==> src/rtl/adc_acq_multi.sv <==
// adc_acq_multi: multi-lane serial ADC burst acquisition with clock-enable SCLK/FSYNC and analog MUX stepping
// Ports:
//   dsp_clk_60M_in   - sole clock, all logic on its rising edge
//   dsp_rst_in       - synchronous active-high reset
//   dsp_adc_en_in    - start request, rising edge starts a burst
//   dsp_adc_abort_in - level abort, returns to idle on the next edge
//   dsp_ch_en_in     - per-lane enable (disabled lanes report zero)
//   adc_data_in      - serial data, bit k = lane k, sampled on SCLK rise
//   adc_sclk_out     - ADC serial clock
//   adc_fsync_out    - frame sync, high for one SCLK period before each frame
//   adc_pwdn_out     - active-low power-down, registered lane enables
//   adc_data_out     - truncated words, lane k at [k*DATA_BITS +: DATA_BITS]
//   data_valid_out   - one-cycle strobe with new adc_data_out
//   convert_over_out - one-cycle strobe at burst completion
//   busy_out         - high outside IDLE
//   start_err_out    - sticky, start requested while busy
//   pt_mux_out       - analog MUX select
module adc_acq_multi #(
    parameter int NUM_CH     = 3,
    parameter int FRAME_BITS = 24,
    parameter int DATA_BITS  = 16,
    parameter int SCLK_HALF  = 6,
    parameter int BURST_LEN  = 80,
    parameter int MUX_W      = 2,
    parameter int MUX_NUM    = 4,
    parameter int MUX_MODE   = 0
) (
    input  logic                        dsp_clk_60M_in,
    input  logic                        dsp_rst_in,
    input  logic                        dsp_adc_en_in,
    input  logic                        dsp_adc_abort_in,
    input  logic [NUM_CH-1:0]           dsp_ch_en_in,
    input  logic [NUM_CH-1:0]           adc_data_in,
    output logic                        adc_sclk_out,
    output logic                        adc_fsync_out,
    output logic [NUM_CH-1:0]           adc_pwdn_out,
    output logic [NUM_CH*DATA_BITS-1:0] adc_data_out,
    output logic                        data_valid_out,
    output logic                        convert_over_out,
    output logic                        busy_out,
    output logic                        start_err_out,
    output logic [MUX_W-1:0]            pt_mux_out
);
    localparam int DW = $clog2(SCLK_HALF);
    localparam int BW = $clog2(FRAME_BITS + 1);
    localparam int FW = $clog2(BURST_LEN + 1);
    localparam logic [DW-1:0]    DIV_LAST   = DW'(SCLK_HALF - 1);
    localparam logic [BW-1:0]    BIT_LAST   = BW'(FRAME_BITS - 1);
    localparam logic [BW-1:0]    BIT_FULL   = BW'(FRAME_BITS);
    localparam logic [FW-1:0]    FRAME_LAST = FW'(BURST_LEN - 1);
    localparam logic [MUX_W-1:0] MUX_LAST   = MUX_W'(MUX_NUM - 1);

    typedef enum logic [1:0] {IDLE, SYNC, SHIFT, DONE} state_t;
    state_t state, state_nx;

    logic                  en_d, start, tick, rise, fall, last_rise, frame_end;
    logic [DW-1:0]         div_cnt;
    logic [BW-1:0]         bit_cnt;
    logic [FW-1:0]         frame_cnt;
    logic [FRAME_BITS-1:0] shift_q  [NUM_CH];
    logic [FRAME_BITS-1:0] shift_nx [NUM_CH];

    assign start     = dsp_adc_en_in & ~en_d;
    assign tick      = (state == SYNC || state == SHIFT) && div_cnt == DIV_LAST;
    assign rise      = tick & ~adc_sclk_out;
    assign fall      = tick & adc_sclk_out;
    // The last rise of a frame completes the word; the frame ends at the fall after it.
    assign last_rise = rise && state == SHIFT && bit_cnt == BIT_LAST;
    assign frame_end = fall && state == SHIFT && bit_cnt == BIT_FULL;
    assign busy_out  = state != IDLE;

    always_comb begin
        for (int k = 0; k < NUM_CH; k++)
            shift_nx[k] = {shift_q[k][FRAME_BITS-2:0], adc_data_in[k]};
    end

    always_ff @(posedge dsp_clk_60M_in)
        state <= dsp_rst_in ? IDLE : state_nx;

    // Abort dominates every transition, including start in IDLE and entry to DONE.
    always_comb begin
        state_nx = state;
        if (dsp_adc_abort_in)
            state_nx = IDLE;
        else
            case (state)
                IDLE:    state_nx = start ? SYNC : IDLE;
                SYNC:    state_nx = fall ? SHIFT : SYNC;
                SHIFT:   state_nx = frame_end ? (frame_cnt == FRAME_LAST ? DONE : SYNC) : SHIFT;
                default: state_nx = IDLE;
            endcase
    end

    always_ff @(posedge dsp_clk_60M_in) begin
        if (dsp_rst_in) begin
            en_d             <= 1'b0;
            div_cnt          <= '0;
            bit_cnt          <= '0;
            frame_cnt        <= '0;
            adc_sclk_out     <= 1'b0;
            adc_fsync_out    <= 1'b0;
            adc_pwdn_out     <= '1;
            adc_data_out     <= '0;
            data_valid_out   <= 1'b0;
            convert_over_out <= 1'b0;
            start_err_out    <= 1'b0;
            pt_mux_out       <= '0;
            for (int k = 0; k < NUM_CH; k++)
                shift_q[k] <= '0;
        end else begin
            en_d             <= dsp_adc_en_in;
            adc_pwdn_out     <= dsp_ch_en_in;
            adc_fsync_out    <= state_nx == SYNC;
            data_valid_out   <= last_rise && !dsp_adc_abort_in;
            convert_over_out <= state_nx == DONE;
            if (start && state != IDLE)
                start_err_out <= 1'b1;
            else if (state == IDLE && state_nx == SYNC)
                start_err_out <= 1'b0;
            // SCLK restarts low with a fresh divider at every frame and is parked low when idle.
            if (state_nx == IDLE || state_nx == DONE || (state_nx == SYNC && state != SYNC)) begin
                div_cnt      <= '0;
                adc_sclk_out <= 1'b0;
            end else if (tick) begin
                div_cnt      <= '0;
                adc_sclk_out <= ~adc_sclk_out;
            end else
                div_cnt <= div_cnt + 1'b1;
            bit_cnt   <= state != SHIFT ? '0 : rise ? bit_cnt + 1'b1 : bit_cnt;
            frame_cnt <= state == IDLE ? '0 : (state == SHIFT && state_nx == SYNC) ? frame_cnt + 1'b1 : frame_cnt;
            if (state == SHIFT && rise)
                for (int k = 0; k < NUM_CH; k++)
                    shift_q[k] <= shift_nx[k];
            if (last_rise && !dsp_adc_abort_in)
                for (int k = 0; k < NUM_CH; k++)
                    adc_data_out[k*DATA_BITS +: DATA_BITS] <= dsp_ch_en_in[k] ? shift_nx[k][FRAME_BITS-1 -: DATA_BITS] : '0;
            if (MUX_MODE != 0 ? data_valid_out : convert_over_out)
                pt_mux_out <= pt_mux_out == MUX_LAST ? '0 : pt_mux_out + 1'b1;
        end
    end
endmodule

==> config.mk <==
export PLATFORM = sky130hd
export DESIGN_NAME = adc_acq_multi
export DESIGN_NICKNAME = d
export VERILOG_FILES = /design/src/rtl/adc_acq_multi.sv
export SDC_FILE = /design/constraint.sdc
export NUM_CORES = 1
export LEC_CHECK = 0
export CORE_AREA = 5 5 118 231
export CTS_CLUSTER_DIAMETER = 200
export DETAILED_ROUTE_END_ITERATION = 10
export DIE_AREA = 0 0 123 236
export PLACE_DENSITY = 0.51
export SLEW_MARGIN = 40
export SYNTH_ARGS = -nofsm -noshare
export SYNTH_HDL_FRONTEND = slang
export SYNTH_SLANG_ARGS = --single-unit
==> constraint.sdc <==
create_clock -name dsp_clk_60M_in -period 3.9 [get_ports dsp_clk_60M_in]
set_input_delay 0.585 -clock dsp_clk_60M_in [delete_from_list [all_inputs] [get_ports dsp_clk_60M_in]]
set_output_delay 0.585 -clock dsp_clk_60M_in [all_outputs]
set_load 0.02 [all_outputs]
==> metrics.md, run 1 <==
| Metric | Value |
|---|---|
| Most frequent cells in the layout | `76 x dfxtp_1, 70 x and2_1, 69 x edfxtp_1` |
| Placed cell count | `877` |
| Post-route clock skew | `between 0.009 and 0.01 ns` |
| Clock Latency Late Sink | `~0.42 ns` |
| Clock root cell | `clkbuf_16` |
| DRT antenna net count | `0` |
| Clk slew on worst S/H paths | `~0.060 ns` |
| Worst min path class | `flop to flop` |
| Syn avg cell area | `11.34 µm²` |
| HPWL after DPL | `~8100 µm` |
| IO Pins | `69` |
| Nature of the critical path endpoint | `flop` |
| DRT Wirelength | `around 13000 µm` |
| Clock sinks | `approximately 150` |
| DRC Markers | `0` |
| Vias | `around 3700` |
| First-pass GRT wire length | `just over 20000 µm` |
| Setup TNS | `0 ns` |
| Flops & latches, synth | `145` |
| Maximum root-to-sink buffer count | `2` |
| Outcome | `complete, no violations` |
| Slew HR | `46.73%` |
| Fin nets | `approximately 580` |
| Fraction of layout cells with a size suffix above 1 | `10.65%` |
| Seq/Total Area, Yosys | `a little under two thirds` |
| Htree depth | `4` |
| Drt pass-1 iters | `4` |
| Port buffer count | `between 60 and 70` |
| Worst EP arrival | `~3.2 ns` |
| # setup viols final | `0` |
| Mapped Area | `0.005670 mm²` |
| Avg Vias per Cell | `around 4.1` |
| Initial antenna violation count | `0` |
| Min Tclk post-route | `between 2 and 3 ns` |
| Fin. Hold Viols | `0` |
| Initial DRC Count | `171` |
| TritonCTS clock tree | `done` |
| Total power | `approximately 3200 µW` |
| Post-Syn Instances | `500` |
| Non-Filler Instances | `between 900 and 1000` |
| Vias in the first global route | `a little under 4000` |
| Most common cell after layout, fill and taps aside | `dfxtp_1` |
| TritonCTS buffer count | `17` |
| Drt wl/cell | `approximately 14 µm` |
| Post-CTS Setup Inserts | `0` |
| All-Layer GR Usage | `9.376%` |
| Startpoint types | `flop` |
| P_leak | `about 0.0024 µW` |
| Die Span X | `between 100 and 150 µm` |
| Fmax | `357.3 MHz` |
| Die area | `~0.029 mm²` |
| Core area | `~0.025 mm²` |
| Max-Cap Viols | `0` |
| PwrDens | `between 400 and 500 mW/mm²` |
| RSZ-0062 raised after global routing | `no` |
| Post-synthesis cell type count | `42` |
| WP data required | `roughly 4.3 ns` |
| Worst-Margin Slew | `between 0.7 and 0.8 ns` |
| Area delta synth->final | `26.41%` |
| Post-CTS sizing | `0` |
| Final weighted congestion in routability-driven placement | `roughly 0.72` |
| Starting density of the core | `between 20% and 30%` |
| # hold bufs at CTS | `0` |
| Die height | `approximately 240 µm` |
| Worst VDD drop | `278.9 µV` |
| Final period util | `71.77%` |
| Slew Limit Fails | `0` |
| Largest net degree at the start of global routing | `63` |
| Crit path max fanout | `8` |
| Hold_ws | `around 0.45 ns` |
| Row cnt | `between 80 and 90` |
| Synthesized Nets | `522` |
| Total grt overflow | `0` |
| Ys Warns | `0` |
| Kind of critical path | `flop to flop` |
power by group:
group | leakage, µW | switching (µW) | internal (µW)
clock network | 0.000262 | 622 | 864
registers | 0.00131 | 14.1 | 1620
logic | 0.000788 | 52.0 | 23.4
area by class of cell:
| type | instances | area (µm²) |
|---|---|---|
| fillers | 2632 | 17970 |
| flip-flops and latches | 145 | 3593 |
| multi-input cells | 314 | 1874 |
| repair buffers | 73 | 720.7 |
| clock buffers | 26 | 490.5 |
| well taps | 336 | 420.4 |
| inverters | 9 | 33.78 |
| clock inverters | 6 | 32.53 |
| diodes | 1 | 2.502 |
cells in the mapped netlist (all sizes together):
cell type,count,area (µm²)
mux2i,2,20.02
and4bb,1,12.51
o21ai,4,20.02
nor3,3,15.01
a32oi,2,17.52
nand2,59,221.5
and4,2,20.02
dfxtp,76,1521
inv,9,33.78
nor2,18,75.07
a21o,1,7.510
clkbuf,17,66.31
nor2b,3,18.77
a21oi,52,297.8
nand4,5,31.28
buf,15,110.1
nand3,54,320.3
a211o,1,8.760
or2,6,37.54
nand2b,1,6.260
nor3b,1,7.510
a21boi,1,7.510
edfxtp,69,2072
and4b,1,10.01
or3,2,12.51
ha,12,150.1
and2,70,437.9
xnor2,4,35.03
a211oi,2,15.01
xor2,5,43.79
o41ai,2,17.52
layer usage:
layer / track usage (%) / routed length (µm) / share of wire [%]
met1: 9.874 / 4964 / 39
met2: 16.21 / 6745 / 54
met3: 2.589 / 442 / 3.5
met4: 5.714 / 455 / 3.6
met5: 0 / 0 / 0
state kept, by name (all words and copies together) (netlist names), 2 cells and up:
signal	flops
frame_cnt	7
adc_data_out	48
pt_mux_out	2
div_cnt	3
bit_cnt	5
shift_q	69
adc_pwdn_out	3
state	2
critical path: stages (launching register included):
cell and delay [ns]:
dfxtp_1 0.33, inv_1 0.08, ha_1 0.34, nand4_1 0.12
or2_2 0.29, o21ai_0 0.22, nor3b_1 0.32, ha_1 0.32
nand2_1 0.19, or3_1 0.38, a21oi_1 0.13
path summary, 6_finish.rpt:
kind                           startpoint                      endpoint  slack [ns]  cells past startpoint
max                   state[0]$_SDFF_PP0_     frame_cnt[3]$_SDFFE_PP0P_        1.10                     10
min reg2reg  adc_data_out[2]$_SDFFE_PP0P_  adc_data_out[2]$_SDFFE_PP0P_        0.45                      2
min          adc_data_out[2]$_SDFFE_PP0P_  adc_data_out[2]$_SDFFE_PP0P_        0.45                      2
max reg2reg           state[0]$_SDFF_PP0_     frame_cnt[3]$_SDFFE_PP0P_        1.10                     10
per-stage QoR:
stage | worst slack (ns) | instance area (µm²) | util, %
floorplan | 0.9589 | 5670 | -
global route | 0.8350 | 7166 | 28.51
global placement | 1.234 | 6628 | 26.37
CTS | 1.097 | 7171 | 28.53
finish | 1.101 | 7168 | 28.52
detailed placement | 1.127 | 6648 | 26.45
cells by family (layout without fill, tap and decap cells):
logic type	Yosys count	in the layout	share of synthesized area, %
AO/OA/AOI/OAI	65	65	6.907
flip-flops	145	145	63.37
AND/OR/NAND/NOR	226	226	21.62
other	0	1	0
XOR/XNOR	9	9	1.390
adder cells (fa/ha/maj)	12	12	2.648
multiplexers	2	2	0.3531
buffers and inverters	41	114	3.707
(Power assumes the default switching activity.)
==> run 2, diff against run 1 <==
==> constraint.sdc (replaced) <==
create_clock -name dsp_clk_60M_in -period 2.9 [get_ports dsp_clk_60M_in]
set_input_delay 0.435 -clock dsp_clk_60M_in [delete_from_list [all_inputs] [get_ports dsp_clk_60M_in]]
set_output_delay 0.435 -clock dsp_clk_60M_in [all_outputs]
set_load 0.02 [all_outputs]
==> metrics.md, run 2 (synthesis gave the netlist of run 1 again) <==
| Metric | Value |
|---|---|
| Critical path's slowest cell | `or3_1 (unchanged)` |
| Max-Cap Viols | `0 (unchanged)` |
| RSZ-0062 raised after global routing | `no (unchanged)` |
| Most common cell after layout, fill and taps aside | `dfxtp_1 (unchanged)` |
| Crit path cell chain | `inv_1 -> ha_2 -> nand4_1 -> or2_2 -> o21ai_0 -> nor3b_2 -> ha_2 -> nand2_1 -> or3_1 -> a21oi_1 (was inv_1 -> ha_1 -> nand4_1 -> or2_2 -> o21ai_0 -> nor3b_1 -> ha_1 -> nand2_1 -> or3_1 -> a21oi_1)` |
| Clk slew on worst S/H paths | `0.06 ns (about the same)` |
| Setup WS pre-CTS | `0.05858 ns (was 1.127 ns)` |
| PwrDens | `600.9 mW/mm² (was 446.1 mW/mm²)` |
| Antenna cells | `0 (was 1)` |
| Worst-Margin Slew | `0.7904 ns (was 0.7966 ns)` |
| Fraction of layout cells with a size suffix above 1 | `12.48% (was 10.65%)` |
| Initial DRC Count | `176 (was 171)` |
| Outcome | `complete, no violations (unchanged)` |
| Internal power | `3442 µW (was 2510 µW)` |
| Worst VDD drop | `388.7 µV (was 278.9 µV)` |
| Clock sinks | `145 (unchanged)` |
| Most flops, register | `shift_q (unchanged)` |
| DRT Wirelength | `12870 µm (was 12610 µm)` |
| Core area | `0.02514 mm² (unchanged)` |
| Starting density of the core | `22.56% (unchanged)` |
| Maximum root-to-sink buffer count | `2 (unchanged)` |
| Setup ws final | `0.2711 ns (was 1.101 ns)` |
| First-pass GRT wire length | `20820 µm (was 20520 µm)` |
| Clock root cell | `clkbuf_16 (unchanged)` |
| Fmax | `380.4 MHz (was 357.3 MHz)` |
| Port buffer count | `68 (unchanged)` |
| Placed cell count | `881 (was 877)` |
| DRC Markers | `0 (unchanged)` |
| Initial antenna violation count | `0 (unchanged)` |
| Fin. Hold Viols | `0 (unchanged)` |
| WP data required | `3.26 ns (was 4.26 ns)` |
| Vias | `3706 (was 3730)` |
| TritonCTS buffer count | `17 (unchanged)` |
| Top Registers | `shift_q x69, adc_data_out x48, frame_cnt x7 (unchanged)` |
| Crit path max fanout | `8 (unchanged)` |
| Avg Vias per Cell | `4.059 (was 4.099)` |
| Nature of the critical path endpoint | `flop (unchanged)` |
| Htree depth | `4 (unchanged)` |
| Fin nets | `586 (was 582)` |
| Slew Limit Fails | `0 (unchanged)` |
| # setup viols final | `0 (unchanged)` |
| Startpoint types | `flop (unchanged)` |
| Die height | `236 µm (unchanged)` |
| CP most frequent cell | `ha_2 (was ha_1)` |
| P_leak | `0.002407 µW (was 0.002362 µW)` |
| Clock Latency Late Sink | `0.43 ns (was 0.42 ns)` |
| Sw Ratio | `21.35% (was 21.52%)` |
| Die Span X | `123 µm (unchanged)` |
| Min Tclk post-route | `2.629 ns (was 2.799 ns)` |
| Largest net degree at the start of global routing | `63 (unchanged)` |
| Switching pwr | `934.3 µW (was 688.0 µW)` |
| Post-route clock skew | `0.01115 ns (was 0.009365 ns)` |
| Total grt overflow | `0 (unchanged)` |
| Non-Filler Instances | `913 (was 910)` |
| Drt pass-1 iters | `4 (unchanged)` |
| R2R setup slack | `0.27 ns (was 1.10 ns)` |
| Reg power frac | `50.3% (was 51.2%)` |
| Final period util | `90.65% (was 71.77%)` |
| Most frequent cells in the layout | `76 x dfxtp_1, 70 x and2_1, 69 x edfxtp_1 (unchanged)` |
| Max incr delay on CP | `0.39 ns (was 0.38 ns)` |
| Critical path buffer and inverter count | `1 (unchanged)` |
| Slew HR | `47.31% (was 46.73%)` |
| All-Layer GR Usage | `9.568% (was 9.376%)` |
| Worst EP arrival | `2.98 ns (was 3.16 ns)` |
| Row cnt | `82 (unchanged)` |
| Setup TNS | `0 ns (unchanged)` |
| Kind of critical path | `flop to flop (unchanged)` |
| Final weighted congestion in routability-driven placement | `0.7325 (was 0.7198)` |
| Drt wl/cell | `14.10 µm (was 13.85 µm)` |
| Area delta synth->final | `28.42% (was 26.41%)` |
| Clock share of power | `47.4% (was 46.5%)` |
| Logic pwr share | `2.4% (about the same)` |
| Largest register FFs | `69 (unchanged)` |
| TritonCTS clock tree | `done (unchanged)` |
| # hold bufs at CTS | `0 (unchanged)` |
| Vias in the first global route | `3956 (was 3862)` |
| DRT antenna net count | `0 (unchanged)` |
| Worst min path class | `flop to flop (unchanged)` |
| Die area | `0.02903 mm² (unchanged)` |
| HPWL after DPL | `8417 µm (was 8138 µm)` |
| Top Family by Delay on Critical Path | `simple AND/OR/NAND/NOR gates (unchanged)` |
| IO Pins | `69 (unchanged)` |
## run 2: cell types whose count changed in the layout (fill, tap and decap cells not counted), sizes merged
| cell | before | now |
|---|---|---|
| diode | 1 | 0 |
| clkbuf | 26 | 25 |
| inv | 11 | 10 |
| buf | 7 | 10 |
| clkinv | 4 | 5 |
| clkdlybuf4s50 | 66 | 67 |
| clkinvlp | 0 | 1 |
## run 2: power by group through the flow
stage,sequential (µW),combinational [µW],clock (µW)
3_3_place_gp,2250,105,0
5_1_grt,2200,113,2250
3_5_place_dp,2240,105,0
2_1_floorplan,2240,56.3,0
6_report,2200,103,2070
4_1_cts,2200,105,2160
## run 2: worst min-delay path, cell delays in order, from the launching register on
cell and delay, ns:
dfxtp_1 0.31, nand2_1 0.05, a21oi_1 0.05
## run 2: per-stage QoR
step	hold slack, ns	util (%)	instance area, µm²	power (µW)
floorplan	0.4215	-	5670	2299
global placement	0.4381	26.59	6683	2350
detailed placement	0.4423	26.69	6710	2349
CTS	0.4519	28.93	7272	4468
global route	0.4667	28.97	7282	4569
finish	0.4514	28.97	7282	4376
## run 2: repair_timing
item	in CTS	in global routing
resized for setup	0	3
hold endpoints to repair	0	0
buffers inserted	0	0
endpoints found under the setup margin	0	5
## run 2: final cells by class
| type | instances | area [µm²] |
|---|---|---|
| tap | 336 | 420.4 |
| sequential | 145 | 3593 |
| inverter | 9 | 33.78 |
| clock buffer | 25 | 511.7 |
| fill | 2628 | 17850 |
| clock inverter | 7 | 50.05 |
| timing repair buffer | 77 | 788.3 |
| multi-input combinational | 314 | 1884 |
## run 2: path summary, 6_finish.rpt
path	start	end	depth (start not counted)
setup / recovery	state[0]$_SDFF_PP0_	frame_cnt[3]$_SDFFE_PP0P_	10
hold / removal	adc_data_out[19]$_SDFFE_PP0P_	adc_data_out[19]$_SDFFE_PP0P_	2
setup reg to reg	state[0]$_SDFF_PP0_	frame_cnt[3]$_SDFFE_PP0P_	10
hold reg to reg	adc_data_out[19]$_SDFFE_PP0P_	adc_data_out[19]$_SDFFE_PP0P_	2
## run 2: metal layers
layer | global-route usage (%) | part of all wire [%] | wire length (µm)
met5 | 0 | 0 | 0
met1 | 9.965 | 40 | 5108
met2 | 16.72 | 55 | 7036
met4 | 5.613 | 2.7 | 349
met3 | 2.709 | 2.9 | 378
